`src/rtl/affine_filt_pkg.sv`:
```
// rtl/affine_filt_pkg.sv - coefficient table, tap count and state type shared by the affine row filter
package affine_filt_pkg;

  localparam int NTAPS  = 6;
  localparam int COEF_W = 8;
  localparam int FRAC_N = 16;

  typedef enum logic [1:0] {
    IDLE = 2'd0,
    FILL = 2'd1,
    RUN  = 2'd2
  } fsm_t;

  // Row f interpolates phase f/16; every row sums to 64, so a flat input gains exactly 64.
  localparam logic signed [COEF_W-1:0] COEF [FRAC_N][NTAPS] = '{
    '{ 8'sd0,   8'sd0,  8'sd64,  8'sd0,   8'sd0,  8'sd0},
    '{ 8'sd1,  -8'sd3,  8'sd63,  8'sd4,  -8'sd2,  8'sd1},
    '{ 8'sd1,  -8'sd5,  8'sd62,  8'sd8,  -8'sd3,  8'sd1},
    '{ 8'sd2,  -8'sd8,  8'sd60,  8'sd13, -8'sd4,  8'sd1},
    '{ 8'sd3, -8'sd10,  8'sd58,  8'sd17, -8'sd5,  8'sd1},
    '{ 8'sd3, -8'sd11,  8'sd52,  8'sd26, -8'sd8,  8'sd2},
    '{ 8'sd2,  -8'sd9,  8'sd47,  8'sd31, -8'sd10, 8'sd3},
    '{ 8'sd3, -8'sd11,  8'sd45,  8'sd34, -8'sd10, 8'sd3},
    '{ 8'sd3, -8'sd11,  8'sd40,  8'sd40, -8'sd11, 8'sd3},
    '{ 8'sd3, -8'sd10,  8'sd34,  8'sd45, -8'sd11, 8'sd3},
    '{ 8'sd3, -8'sd10,  8'sd31,  8'sd47, -8'sd9,  8'sd2},
    '{ 8'sd2,  -8'sd8,  8'sd26,  8'sd52, -8'sd11, 8'sd3},
    '{ 8'sd1,  -8'sd5,  8'sd17,  8'sd58, -8'sd10, 8'sd3},
    '{ 8'sd1,  -8'sd4,  8'sd13,  8'sd60, -8'sd8,  8'sd2},
    '{ 8'sd1,  -8'sd3,  8'sd8,   8'sd62, -8'sd5,  8'sd1},
    '{ 8'sd1,  -8'sd2,  8'sd4,   8'sd63, -8'sd3,  8'sd1}
  };

  function automatic int round_off(input int shift);
    if (shift > 0) return 1 << (shift - 1);
    return 0;
  endfunction

endpackage

```
`src/rtl/affine_tap_mult.sv`:
```
// rtl/affine_tap_mult.sv - one filter tap: phase-selected constant times an unsigned sample
module affine_tap_mult
  import affine_filt_pkg::*;
#(
  parameter int TAP    = 0,
  parameter int IN_W   = 8,
  parameter int PROD_W = IN_W + COEF_W
) (
  input  logic [3:0]               frac_i,
  input  logic [IN_W-1:0]          pix_i,
  output logic signed [PROD_W-1:0] prod_o
);

  logic signed [PROD_W-1:0] px;

  assign px = PROD_W'(pix_i);

  function automatic logic signed [PROD_W-1:0] c(input int f);
    return PROD_W'(COEF[f][TAP]);
  endfunction

  // Each branch is a multiply by a fixed constant, so it reduces to shifts and adds.
  always_comb begin
    prod_o = '0;
    case (frac_i)
      4'd0:  prod_o = px * c(0);
      4'd1:  prod_o = px * c(1);
      4'd2:  prod_o = px * c(2);
      4'd3:  prod_o = px * c(3);
      4'd4:  prod_o = px * c(4);
      4'd5:  prod_o = px * c(5);
      4'd6:  prod_o = px * c(6);
      4'd7:  prod_o = px * c(7);
      4'd8:  prod_o = px * c(8);
      4'd9:  prod_o = px * c(9);
      4'd10: prod_o = px * c(10);
      4'd11: prod_o = px * c(11);
      4'd12: prod_o = px * c(12);
      4'd13: prod_o = px * c(13);
      4'd14: prod_o = px * c(14);
      4'd15: prod_o = px * c(15);
      default: prod_o = '0;
    endcase
  end

endmodule

```
`src/rtl/affine_row_filter.sv`:
```
// rtl/affine_row_filter.sv - streaming 6-tap horizontal affine luma filter with a two-stage pipeline
// Build option: define AFFINE_ROW_SAT_EN to saturate results to OUT_W instead of wrapping.
module affine_row_filter
  import affine_filt_pkg::*;
#(
  parameter int IN_W  = 8,
  parameter int OUT_W = 16,
  parameter int SHIFT = 0
) (
  input  logic                    clk,
  input  logic                    rst_n,
  input  logic                    in_valid,
  output logic                    in_ready,
  input  logic                    in_sol,
  input  logic [3:0]              in_frac,
  input  logic [IN_W-1:0]         in_pix,
  output logic                    out_valid,
  input  logic                    out_ready,
  output logic                    out_sol,
  output logic signed [OUT_W-1:0] out_data
);

  localparam int PROD_W = IN_W + COEF_W;
  localparam int SUM_W  = PROD_W + 3;
  localparam logic signed [SUM_W-1:0] ROUND = SUM_W'(round_off(SHIFT));

  fsm_t            state_q, state_d;
  logic [2:0]      fill_q, fill_d;
  logic [3:0]      frac_q, frac_d;
  logic [IN_W-1:0] win_q [NTAPS];
  logic [IN_W-1:0] win_d [NTAPS];
  logic            accept, launch, launch_sol;

  logic signed [PROD_W-1:0] prod [NTAPS];
  logic                     s1_valid_q, s1_sol_q;
  logic signed [PROD_W-1:0] s1_prod_q [NTAPS];

  logic signed [SUM_W-1:0] sum, shifted;
  logic signed [OUT_W-1:0] res;
  logic                    out_valid_q, out_sol_q, s2_en;
  logic signed [OUT_W-1:0] out_data_q;

  // Output stage frees when empty or drained; the product stage frees when empty or the output frees.
  assign s2_en     = !out_valid_q || out_ready;
  assign in_ready  = !s1_valid_q || s2_en;
  assign accept    = in_valid && in_ready;
  assign out_valid = out_valid_q;
  assign out_sol   = out_sol_q;
  assign out_data  = out_data_q;

  always_comb begin
    state_d    = state_q;
    fill_d     = fill_q;
    frac_d     = frac_q;
    win_d      = win_q;
    launch     = 1'b0;
    launch_sol = 1'b0;
    if (accept) begin
      if (in_sol) begin
        frac_d = in_frac;
        for (int k = 0; k < NTAPS - 1; k++) win_d[k] = '0;
        win_d[NTAPS-1] = in_pix;
        fill_d  = 3'd1;
        state_d = FILL;
      end else begin
        case (state_q)
          IDLE: ;
          FILL: begin
            for (int k = 0; k < NTAPS - 1; k++) win_d[k] = win_q[k+1];
            win_d[NTAPS-1] = in_pix;
            fill_d = fill_q + 3'd1;
            if (fill_q == 3'(NTAPS - 1)) begin
              state_d    = RUN;
              launch     = 1'b1;
              launch_sol = 1'b1;
            end
          end
          RUN: begin
            for (int k = 0; k < NTAPS - 1; k++) win_d[k] = win_q[k+1];
            win_d[NTAPS-1] = in_pix;
            launch = 1'b1;
          end
          default: state_d = IDLE;
        endcase
      end
    end
  end

  always_ff @(posedge clk or negedge rst_n) begin
    if (!rst_n) begin
      state_q <= IDLE;
      fill_q  <= '0;
      frac_q  <= '0;
      for (int k = 0; k < NTAPS; k++) win_q[k] <= '0;
    end else begin
      state_q <= state_d;
      fill_q  <= fill_d;
      frac_q  <= frac_d;
      win_q   <= win_d;
    end
  end

  // Products see the window including the sample being accepted this cycle.
  for (genvar k = 0; k < NTAPS; k++) begin : g_tap
    affine_tap_mult #(
      .TAP   (k),
      .IN_W  (IN_W),
      .PROD_W(PROD_W)
    ) u_tap (
      .frac_i(frac_q),
      .pix_i (win_d[k]),
      .prod_o(prod[k])
    );
  end

  always_ff @(posedge clk or negedge rst_n) begin
    if (!rst_n) begin
      s1_valid_q <= 1'b0;
      s1_sol_q   <= 1'b0;
      for (int k = 0; k < NTAPS; k++) s1_prod_q[k] <= '0;
    end else if (in_ready) begin
      s1_valid_q <= launch;
      s1_sol_q   <= launch_sol;
      if (launch) s1_prod_q <= prod;
    end
  end

`ifdef AFFINE_ROW_SAT_EN
  localparam logic signed [SUM_W-1:0] SAT_MAX = SUM_W'((1 << (OUT_W - 1)) - 1);
  localparam logic signed [SUM_W-1:0] SAT_MIN = ~SAT_MAX;
`endif

  always_comb begin
    sum = ROUND;
    for (int k = 0; k < NTAPS; k++) sum = sum + SUM_W'(s1_prod_q[k]);
    shifted = sum >>> SHIFT;
`ifdef AFFINE_ROW_SAT_EN
    if (shifted > SAT_MAX)      res = OUT_W'(SAT_MAX);
    else if (shifted < SAT_MIN) res = OUT_W'(SAT_MIN);
    else                        res = OUT_W'(shifted);
`else
    res = OUT_W'(shifted);
`endif
  end

  always_ff @(posedge clk or negedge rst_n) begin
    if (!rst_n) begin
      out_valid_q <= 1'b0;
      out_sol_q   <= 1'b0;
      out_data_q  <= '0;
    end else if (s2_en) begin
      out_valid_q <= s1_valid_q;
      out_sol_q   <= s1_valid_q && s1_sol_q;
      if (s1_valid_q) out_data_q <= res;
    end
  end

endmodule

```
`config.mk`:
```
export PLATFORM = sky130hd
export DESIGN_NAME = affine_row_filter
export DESIGN_NICKNAME = d
export VERILOG_FILES = /design/src/rtl/affine_filt_pkg.sv /design/src/rtl/affine_tap_mult.sv /design/src/rtl/affine_row_filter.sv
export SDC_FILE = /design/constraint.sdc
export NUM_CORES = 1
export LEC_CHECK = 0
export CORE_ASPECT_RATIO = 0.75
export CORE_UTILIZATION = 55
export CTS_CLUSTER_SIZE = 40
export DETAILED_ROUTE_END_ITERATION = 12
export PLACE_DENSITY = 0.71
export SYNTH_ARGS = -nofsm -noshare
export SYNTH_HDL_FRONTEND = slang
export SYNTH_SLANG_ARGS = --single-unit
```
`constraint.sdc`:
```
create_clock -name clk -period 14.9 [get_ports clk]
set_clock_uncertainty 0.05 [all_clocks]
set_input_delay 2.98 -clock clk [delete_from_list [all_inputs] [get_ports clk]]
set_output_delay 2.98 -clock clk [all_outputs]
set_load 0.01 [all_outputs]
```
; After elaboration in Yosys (flattened, before gate mapping)
; Index checks and enable logic that the tools add are counted.
; W data, S select, Z words.
[op_classes]
n_eq_ne = 20
add_sub_neg = 12
mul = 38
n_mux = 21
reduce_logical = 32
[op_table]
columns = operator, count
row1 = $pmux W16 S16, 2
row2 = $pmux W16 S9, 2
row3 = $mux W48, 3
row4 = $mul A8 B5 Y13 const B, 10
row5 = $pmux W16 S4, 2
row6 = $mul A8 B4 Y12 const B, 8
row7 = $mul A8 B6 Y14 const B, 6
row8 = $add A16 B16 Y16, 5
row9 = $mul A9 B5 Y14 const B, 4
row10 = $mul A9 B4 Y13 const B, 4
row11 = $eq A4 B4 Y1 const B, 8
row12 = $neg A8 Y15, 2
row13 = $neg A8 Y14, 2
row14 = $neg A8 Y13, 2
row15 = $mul A9 B3 Y12 const B, 2
row16 = $reduce_or A6 Y1, 4
row17 = $mul A8 B3 Y11 const B, 2
row18 = $mul A8 B2 Y10 const B, 2
row19 = $reduce_or A3 Y1, 6
row20 = $eq A4 B3 Y1 const B, 4
row21 = $reduce_or A2 Y1, 8
row22 = $eq A4 B2 Y1 const B, 2
row23 = $reduce_and A2 Y1, 4
row24 = $mux W1, 6
row25 = 18 further kinds, 23
[word_totals]
reg_bits = 173
out_inout_bits = 19
wordCells = 143
input_bits = 17

; Longest topological paths before layout
[logic_depth]
ltp_word = 7
mapped_depth = 26
mapped_depth_nobuf = 23

; Cells and area by module
; From an unflattened synthesis, not the netlist that was laid out.
[unflattened]
hier_cells = 3326
area_unflattened_um2 = 29580.9
[modules_own_cells]
columns = mod, instances, area_per_inst_um2, seq_area_each_um2, cells_per_inst
row1 = affine_row_filter, 1, 9006.1, 4329.2, 713
row2 = affine_tap_mult at g_tap[2].u_tap, 1, 6660.1, 0.0, 853
row3 = affine_tap_mult at g_tap[3].u_tap, 1, 6354.8, 0.0, 807
row4 = affine_tap_mult at g_tap[1].u_tap, 1, 3314.4, 0.0, 421
row5 = affine_tap_mult at g_tap[4].u_tap, 1, 3093.0, 0.0, 380
row6 = affine_tap_mult at g_tap[5].u_tap, 1, 589.3, 0.0, 77
row7 = affine_tap_mult at g_tap[0].u_tap, 1, 563.0, 0.0, 75

; Worst setup path after synthesis
; No wires, ideal clock.
[synth_timing]
kind = input-to-reg
start = in out_ready
end = reg s1_prod_q[58] in the netlist's numbering
n_path_buf = 2
slack_ps = 6153
t_arrival_ps = 8562
cell_stages = 24
setup_time_ps = 134
t_required_ps = 14716
cell_sequence = and3b_1 buf_6 inv_1 buf_2 nand2_1 nor3b_1 a21oi_1 o21ai_0 inv_1 fa_1 inv_1 fa_1 inv_1 fa_1 inv_1 ha_1 nor2b_1 o31a_1 o31a_1 o31ai_1 xnor2_1 o22ai_1 a2111oi_0 a21oi_1
[synth_between]
elab_chain_cells = 6
elab_cells_between_ends = 20
classes_between = 13 x mul / 3 x mux / 4 x reduce/logical
[synth_lines]
columns = item, line
row1 = from (decl), affine_row_filter.sv:18  ; input logic out_ready,
row2 = $logic_or A1 B1 Y1 *, affine_row_filter.sv:44  ; assign s2_en = !out_valid_q || out_ready;
row3 = $logic_or A1 B1 Y1 *, affine_row_filter.sv:45  ; assign in_ready = !s1_valid_q || s2_en;
row4 = net in_ready, affine_row_filter.sv:13  ; output logic in_ready,
row5 = $logic_and A1 B1 Y1 *, affine_row_filter.sv:46  ; assign accept = in_valid && in_ready;
row6 = $mux W48 *, affine_row_filter.sv:58  ; if (accept) begin
row7 = net g_tap[2].u_tap.pix_i[2], affine_tap_mult.sv:10  ; input logic [IN_W-1:0] pix_i,
row8 = "$mul A8 B4 Y12, or another cell as far along", "affine_tap_mult.sv:31, affine_tap_mult.sv:37, affine_tap_mult.sv:39"
row9 = $pmux W16 S16 *, affine_tap_mult.sv:25  ; case (frac_i)
row10 = to (signal assigned), affine_row_filter.sv:124  ; if (launch) s1_prod_q <= prod;
row11 = to (decl), affine_row_filter.sv:36  ; logic signed [PROD_W-1:0] s1_prod_q [NTAPS];
; Mark *: on every way through the listed nets, which the timed path passes. The rest lies on a longest branch. The select of a mux whose other input is x is not followed.
; A chain may end at the register's enable or synchronous reset.

; Worst setup path in the final report
[layout_timing]
start = in in_sol
end = reg s1_prod_q[58] in the netlist's numbering
[layout_between]
elab_chain_cells = 4
elab_cells_between_ends = 19
classes_between = 13 x mul / 5 x mux / 1 x reduce/logical
[layout_lines]
columns = item, line
row1 = from (decl), affine_row_filter.sv:14  ; input logic in_sol,
row2 = $mux W48 *, affine_row_filter.sv:59  ; if (in_sol) begin
row3 = $mux W48 *, affine_row_filter.sv:58
row4 = net g_tap[2].u_tap.pix_i[6], affine_tap_mult.sv:10
row5 = "$mul A8 B4 Y12, or another cell as far along", "affine_tap_mult.sv:31, affine_tap_mult.sv:37, affine_tap_mult.sv:39"
row6 = $pmux W16 S16 *, affine_tap_mult.sv:25
; Marked as above.

==> out/qor.yml <==
async_reset_ff_share_pct: 100
p_total_mw: 7.15
synth_edf_count: 0
cp_data_arrival_time_ns: 10.06
drc_errors: 0
cts.sinks: 157
drtAntennaViolNets: 0
core_area_um2: 47700
crit_type: "input pin to flop"
wire_per_inst_um: 27.1
grt_usage_pct: 40.7
status: "finished clean"
leakage_nw: 14.2
yosysMostFrequentCell: "ha_1"
grt_antenna_before_repair: 3
grt_max_degree: 99
max-slew-margin-rel_pct: 10.8
yosysTopAreaCellShare_pct: 18.6
path_cells: "clkdlybuf4s50_1 > nor2b_1 > or3_2 > a22oi_2 > inv_1 > fa_1 > inv_1 > fa_1 > inv_1 > fa_1 > ha_1 > o21a_1 > a21oi_1 > o21ai_0 > a21oi_1 > xnor2_1 > nor2_1 > a2111oi_0 > a21oi_1"
num_rows: 69
grt_pass1_vias: 24418
p_per_area_nw_per_um2: 250
yosysWarnings: 0
cts_hold_buf: 0
ys_top_cells_by_count: "ha_1 (397), inv_1 (390), fa_1 (220)"
die_y_um: 193
grt_pass1_wl_um: 152000
final_cell_area_um2: 28600
setup-tns-final_ns: 0
final_nets: 3731
place.detailed.hpwl_um: 80400
grt.busiest_layer: "met2"
synth_area_leader_cell: "ha_1"
synth_area_per_cell_um2: 8.64
cts_resized: 0
seq_area_frac_synth_pct: 14.7
layout-drive-gt1-share_pct: 4.63
end_kind: "flop"
critical_path.top_delay_family: "compound AO/OA/AOI/OAI gates"
slew_viol_final: 0
dpl_cell_area_um2: 27900
synthesis.area_um2: 26800
fin_util_pct: 59.9
rsz0062_at_grt: "no"
grt_overflow: 0
initial_core_util_pct: 56.2
grt_use_met1_pct: 57.0
port_buffers: 35
synth.distinct_cells: 88
drt_iter0_drc: 3462
synth-seq-cells: 157
die_area_um2: 49600
grtUsageMet2_pct: 59.8
worst_pin_slew_ns: 1.32
critPathSlowestCell: "clkdlybuf4s50_1"
hold_class: "flop to flop"
ir_worst_vdd_mv: 0.203
cts_tree: "built"
clkSlewWorstSetupHoldPaths_ns: 0.09
worstSetupStartpointType: "input pin"
post-cts-setup-buffers: 0
wl_um: 101000
synth_ff_type: "dfrtp_1"
firstDrtPassIters: 9
setup_violations: 0
avgViaCountPerCell: 6.80
num_io_pins: 36
clk_latency_ns: 0.47
syn_nets: 3733
cts-buffers-inserted: 17
worstPathBufferInverterCount: 4
cts-root-buf: "clkbuf_16"
synthCells: 3099
cts_buffer_depth: 2
critPathMaxFanout: 19
layout_min_cycle_time_ns: 9.79
yosys-top-cells-area: "ha_1 (19%), fa_1 (16%), dfrtp_1 (15%)"
place.gp.congestion: 1.03
die_w_um: 257
fin_crit_sh_pct: 65.7
via_count: 25516
hold_viol_final: 0
cts_max_level: 4
area_growth_pct: 6.70
max_stage_delay_ns: 0.97
required_ns: 15.17
drv_cap: 0
grtUsageMet3_pct: 12.2
fmax_mhz: 102
==> cell type report <==
| class | instances | area, um^2 |
|---|---|---|
| multi-input cells | 2437 | 21000 |
| clock inverters | 15 | 199 |
| flip-flops and latches | 157 | 3930 |
| diodes | 2 | 5.00 |
| clock buffers | 17 | 425 |
| fillers | 4282 | 19100 |
| well taps | 639 | 800 |
| inverters | 394 | 1480 |
| repair buffers | 90 | 764 |
==> report_power, final <==
group          switching [mW]  internal [mW]  total, mW
Combinational            3.62           2.31       5.93
Sequential              0.187          0.551      0.738
Clock                   0.243          0.244      0.487
Total                    4.05           3.11       7.15
==> worst paths after layout <==
check / startpoint / endpoint / slack [ns] / depth (start not counted)
hold / removal: out_data[12] / out_data[12] / 0.43 / 2
setup reg to reg: state_q[0] / s1_prod_q[58] / 7.53 / 20
min in group asynchronous: rst_n / win_q[34] / 2.53 / 1
hold reg to reg: out_data[12] / out_data[12] / 0.43 / 2
setup / recovery: in_sol / s1_prod_q[58] / 5.11 / 19
max in group asynchronous: rst_n / frac_q[1] / 10.61 / 2
==> kinds of logic after synthesis <==
kind of cell	count (synthesis)	share of synthesized area (%)
buffers and inverters	505	7.25
adders and majority gates	618	35.1
DFF	157	14.7
and+or+nand+nor	680	12.0
xor gates and xnor gates	193	6.32
muxes	29	1.14
AOI/OAI and AO/OA	917	23.6
==> sequential cells by signal (all words and copies together) (netlist names) <==
signal      flops
s1_valid_q      1
s1_sol_q        1
s1_prod_q      80
out_sol         1
state_q         2
fill_q          3
out_data       16
win_q          48
out_valid       1
frac_q          4
==> through the flow <==
stage	setup WS, ns	hold slack (ns)	cells
after CTS	5.32	0.430	3749
after global routing	4.97	0.456	3749
final	5.11	0.433	3751
after global placement	4.97	0.416	3717
after floorplan	6.15	0.392	3099
after detailed placement	4.87	0.413	3717
==> routing by layer <==
metal / wire (um) / share of wire, % / vias up
met1: 42200 / 42 / 12418
met2: 41700 / 41 / 1698
li1: - / - / 11100
met3: 13800 / 14 / 296
met4: 3820 / 3.8 / 4
met5: 69 / 0.068 / -
==> placed cells by master (no fill, tap or decap), drive strengths merged, types with 15 or more instances in the layout <==
cell and n:
a221oi 50, o21ai 185, a22oi 46, nor4 15, o21bai 24, nor3 47, a22o 16, o211ai 23
o21a 30, dfrtp 157, a21o 59, a21oi 180, mux2i 17, inv 400, o22ai 51, nand3 50
clkbuf 17, xor2 78, nor2 199, a31oi 26, xnor2 115, ha 397, clkdlybuf4s50 34, o31ai 15
nand2 218, fa 220, buf 56, o2111ai 17, a222oi 18, a211oi 37, nand2b 28, nor2b 32
==> tightest hold or removal path: cells and delay by family (launching register included) <==
family,cells,cell delay [ns]
flops,1,0.35
compound gates,1,0.06
simple gates,1,0.04
Note: power is estimated with default switching activity, not from simulation.
